<file path="src/rtl/rr_mux_arbiter_pkg.sv">
// ----------------------------------------------------------------------------
// rr_mux_arbiter_pkg : shared constants for round-robin arbiters
// Revision: 1.0
// ----------------------------------------------------------------------------
`default_nettype none

package rr_mux_arbiter_pkg;

  localparam int RR_PTR_RST = 0;

  typedef logic [0:0] arb_state_t;

  localparam arb_state_t ST_EMPTY = 1'b0;
  localparam arb_state_t ST_FULL  = 1'b1;

  // Round-robin successor of idx within 0..n-1.
  function automatic int rr_wrap_inc(input int idx, input int n);
    return (idx + 1 >= n) ? 0 : idx + 1;
  endfunction

endpackage

`default_nettype wire

</file>
<file path="src/rtl/rr_mux_arbiter_param_mux.sv">
// ----------------------------------------------------------------------------
// param_mux : N:1 mux of M-bit slices, selects out of range return zero
// Revision: 1.0
// ----------------------------------------------------------------------------
`default_nettype none

module param_mux
  import rr_mux_arbiter_pkg::*;
#(
  parameter int N         = 16,
  parameter int SEL_LINES = 4,
  parameter int M         = 4
) (
  input  logic [N*M-1:0]       in_data,
  input  logic [SEL_LINES-1:0] sel,
  output logic [M-1:0]         out_data
);

  localparam int NP = 1 << SEL_LINES;

  logic [M-1:0] slices [NP];

  // Pad the table to a full power of two so every select code is defined.
  for (genvar i = 0; i < NP; i++) begin : g_slice
    if (i < N) begin : g_live
      assign slices[i] = in_data[i*M +: M];
    end else begin : g_pad
      assign slices[i] = '0;
    end
  end

  assign out_data = slices[sel];

endmodule

`default_nettype wire

</file>
<file path="src/rtl/rr_mux_arbiter.sv">
// ----------------------------------------------------------------------------
// rr_mux_arbiter : round-robin arbiter sharing one N:1 mux into a valid/ready
//                  output register
// Revision: 1.0
// ----------------------------------------------------------------------------
`default_nettype none

module rr_mux_arbiter
  import rr_mux_arbiter_pkg::*;
#(
  parameter int N         = 16,
  parameter int SEL_LINES = 4,
  parameter int M         = 4
) (
  input  logic                 clk,
  input  logic                 rst_n,
  input  logic                 arb_en,
  input  logic [N-1:0]         in_req,
  input  logic [N*M-1:0]       in_data,
  output logic [N-1:0]         in_ack,
  output logic                 out_valid,
  input  logic                 out_ready,
  output logic [M-1:0]         out_data,
  output logic [SEL_LINES-1:0] out_src
);

  localparam int                   NP        = 1 << SEL_LINES;
  localparam logic [SEL_LINES-1:0] C_PTR_RST = SEL_LINES'(RR_PTR_RST);

  arb_state_t           state_q, state_d;
  logic [SEL_LINES-1:0] ptr_q, ptr_d;
  logic [SEL_LINES-1:0] src_q, src_d;
  logic [M-1:0]         data_q, data_d;

  logic [SEL_LINES-1:0] winner;
  logic [M-1:0]         mux_data;
  logic [NP-1:0]        req_pad;
  logic                 found;
  logic                 load;
  logic                 grant;
  logic                 handshake;

  always_comb begin
    req_pad          = '0;
    req_pad[N-1:0]   = in_req;
  end

  // Scan ptr, ptr+1, ... modulo N; ptr is always below N so one subtract wraps.
  always_comb begin
    int idx;
    idx    = 0;
    found  = 1'b0;
    winner = '0;
    for (int k = 0; k < N; k++) begin
      idx = int'(ptr_q) + k;
      if (idx >= N) begin
        idx = idx - N;
      end
      if (!found && req_pad[idx[SEL_LINES-1:0]]) begin
        found  = 1'b1;
        winner = idx[SEL_LINES-1:0];
      end
    end
  end

  param_mux #(
    .N         (N),
    .SEL_LINES (SEL_LINES),
    .M         (M)
  ) u_mux (
    .in_data  (in_data),
    .sel      (winner),
    .out_data (mux_data)
  );

  assign load      = arb_en & ((state_q == ST_EMPTY) | out_ready);
  assign grant     = load & found;
  assign handshake = (state_q == ST_FULL) & out_ready;

  always_ff @(posedge clk or negedge rst_n) begin
    if (!rst_n) begin
      state_q <= ST_EMPTY;
      ptr_q   <= C_PTR_RST;
      src_q   <= '0;
      data_q  <= '0;
    end else begin
      state_q <= state_d;
      ptr_q   <= ptr_d;
      src_q   <= src_d;
      data_q  <= data_d;
    end
  end

  // A drained word empties the register even while arb_en blocks new grants.
  always_comb begin
    state_d = state_q;
    ptr_d   = ptr_q;
    src_d   = src_q;
    data_d  = data_q;
    if (grant) begin
      state_d = ST_FULL;
      ptr_d   = SEL_LINES'(rr_wrap_inc(int'(winner), N));
      src_d   = winner;
      data_d  = mux_data;
    end else if (handshake) begin
      state_d = ST_EMPTY;
    end
  end

  always_comb begin
    in_ack = '0;
    if (rst_n && grant) begin
      in_ack = N'(1) << winner;
    end
  end

  assign out_valid = (state_q == ST_FULL);
  assign out_data  = data_q;
  assign out_src   = src_q;

endmodule

`default_nettype wire

</file>
<file path="config.mk">
export PLATFORM = sky130hd
export DESIGN_NAME = rr_mux_arbiter
export DESIGN_NICKNAME = d
export VERILOG_FILES = /design/src/rtl/rr_mux_arbiter_pkg.sv /design/src/rtl/rr_mux_arbiter_param_mux.sv /design/src/rtl/rr_mux_arbiter.sv
export SDC_FILE = /design/constraint.sdc
export NUM_CORES = 1
export LEC_CHECK = 0
export ABC_AREA = 0
export CAP_MARGIN = 40
export CORE_UTILIZATION = 43
export DETAILED_ROUTE_END_ITERATION = 7
export GPL_ROUTABILITY_DRIVEN = 0
export PLACE_DENSITY = 0.74
export SYNTH_ARGS = -nofsm -noshare
export SYNTH_HDL_FRONTEND = slang
export SYNTH_SLANG_ARGS = --single-unit
export TNS_END_PERCENT = 100
</file>
<file path="constraint.sdc">
create_clock -name clk -period 8.5 [get_ports clk]
set_clock_uncertainty 0.15 [all_clocks]
set_input_delay 1.275 -clock clk [delete_from_list [all_inputs] [get_ports clk]]
set_output_delay 1.275 -clock clk [all_outputs]
set_load 0.05 [all_outputs]
</file>
==> results of run 1 <==
-- sequential cells by signal, summed over array words and instances, names as in the netlist --
register	flops
out_data	4
out_src	4
out_valid	1
ptr_q	4
-- cell families after synthesis --
logic type / after synthesis
muxes: 110
buffers and inverters: 42
DFF: 13
adders and majority gates: 7
AOI/OAI and AO/OA: 99
and+or+nand+nor: 149
xor gates and xnor gates: 12
-- worst min path at each step --
stage / depth (start not counted) / startpoint / slack, ps / end
6_report: 1 / out_src[3] / 330 / out_src[3]
3_3_place_gp: 1 / out_src[3] / 320 / out_src[3]
5_1_grt: 2 / out_src[1] / 360 / out_src[1]
2_1_floorplan: 2 / out_src[1] / 610 / out_src[1]
4_1_cts: 1 / out_src[3] / 340 / out_src[3]
3_5_place_dp: 1 / out_src[3] / 320 / out_src[3]
-- synthesized netlist by cell type (5+ instances only) --
master      n  share of area [%]
nand4_1     7                1.2
nand2b_1    9                1.5
nor2_1     38                3.9
a2bb2oi_1   5                1.2
a32oi_1     5                1.2
nor3_1     11                1.5
clkbuf_1    9               0.92
buf_2      11                1.5
nand2_1    49                5.0
o2111ai_1   5                1.2
o21ai_0    19                2.6
a21oi_1    15                2.0
dfrtp_1    13                8.9
xor2_1      7                1.7
ha_1        7                2.4
nand3_1     9                1.2
xnor2_1     5                1.2
mux2i_1    62                 17
a22oi_1     7                1.4
inv_1      13                1.3
mux2_2     18                5.5
mux4_2     30                 18
-- metrics by stage --
stage,hold slack [ps],utilization [%]
2_1_floorplan,606.3,-
3_3_place_gp,319.1,57.58
3_5_place_dp,319.2,58.00
4_1_cts,339.0,58.55
5_1_grt,359.5,58.55
6_report,334.1,58.55
-- layer usage --
metal,wire (um),GRT usage [%]
met5,0,0
met4,301,7.821
met3,927,3.543
met2,6140,45.41
met1,5039,38.64
-- critical path: stages (launching register included) --
cell and delay, ps:
dfrtp_1 640, inv_1 280, ha_1 840, mux4_2 480, mux2i_1 390, mux2i_1 260, or3_1 510, nor3_2 460
a22oi_1 130, o2111ai_1 300, nand3b_4 320, or2_2 450, nor3_1 160, clkdlybuf4s50_1 840
-- layout make-up --
class                           count  area share (%)
Clock buffer                        4          0.9317
Inverter                           14           1.087
Multi-Input combinational cell    377           64.57
Sequential cell                    13           6.729
Tap cell                          105           2.717
Timing Repair Buffer              117           23.96
==> metrics.txt, run 1 <==
maxcap violations=0; FF-to-FF Start=ptr_q[1]; vias in the first global route=3827; FF+latch count, synth=13; Crit. End Element=output port; HP Class=flop to flop; largest net degree at the start of global routing=35; crit path DAT=6310 ps; H-tree depth=1; reg2reg setup slack=2430 ps; Post-Synth XOR/XNOR Area=2.860%; DRC=0; Core Area=8258 sq um; n_diodes=0; commonest cells after routing, fill and taps aside=clkdlybuf4s50_1, mux2i_1, nand2_1; Layout area overhead=31.56%; layout cells sized above 1=13.90%; Syn Nets=523; clock slew at reported path FFs=50 ps; Die Height=94.45 um; Simple-Gate Fraction of Synth Area=19.85%; compound-gate portion of the synthesized area=19.07%; cts hold-fix bufs=0; outcome=finished, final reports clean; All-Layer GR Usage=27.89%; num rows=33; crit path time final=7732 ps; Post-CTS Setup Inserts=0; hpwl dp=9.955 mm; drt pass-1 iters=6; mux share of post-synthesis cell area=40.79%; final instance area=4835 sq um; Worst slew margin=35.70%; total negative slack=0 ps; Synth cell types=63; Slew @ Worst Pin=937.7 ps; CTS tree=built; CTS Sinks=13; commonest non-fill, non-tap cell in the layout=clkdlybuf4s50_1; adder-cell share of the synthesized area=2.383%; root buf cell=clkbuf_8; Longest Clk Path Bufs=2; Post-synth EDFFs=0; RSZ-0062 raised after global routing=false; async set-reset flop share out of synthesis=100.0%; detailed-route via count=4081; Yosys warnings=0; Final Hold Fails=0; Post-Syn Instances=432; Finished Layout Cells=630; port buffer count=108; dpl cells=626; fin worst setup slack=767.5 ps; setup violators final=0; final WL=12.41 mm; Critical Path RT=7070 ps; initial antenna violation count=0; Reg area=325.3 sq um; worst-path maximum fanout=21; CTS buffer count=3; Initial Util=44.50%; Routed Antenna Nets=0; Seq/Total Area, Yosys=8.853%; Fillers=738; syn avg cell area=8.506 sq um; worst r2r dst=out_data[0]; clock insertion delay at the later pin of the skew report=240 ps; fin. max-slew vios=0; Netlist Area Pre-Place=3675 sq um; Die Width=94.45 um; Achievable Freq=129.3 MHz; kind of critical path=flop to output port; worst setup path startpoint=ptr_q[1]; number of DRC violations after detailed-routing iteration 0=512; main flop type after synthesis=dfrtp_1; period utilization=90.97%; crit path capture=in_ack[14]; full die area=8920 sq um; Worst R2R Path Depth=15; Post-DP Area=4790 sq um; multi-input logic area=3122 sq um; PostCTS Resize Cnt=0; nets@finish=617; Avg WL per Cell=19.70 um; GR Overflow Total=0; via/cell ratio=6.478; # IOs=109; pre-CTS WS=965.9 ps; first-pass GRT wire length=19.48 mm; largest family of logic cells by synthesized area=multiplexers; Setup crit start kind=flop
Power of run 1 is left out: the tool's default activity adds up to more than one toggle a clock period on the data nets, which glitch-free logic cannot reach.
==> inputs of run 2 (changes only) <==
Settings changed: SKIP_LAST_GASP set to 1.
==> results of run 2 <==
Same layout as run 1: the final DEF is identical, and so are final timing and power.
Power of run 2 is left out for the same reason.
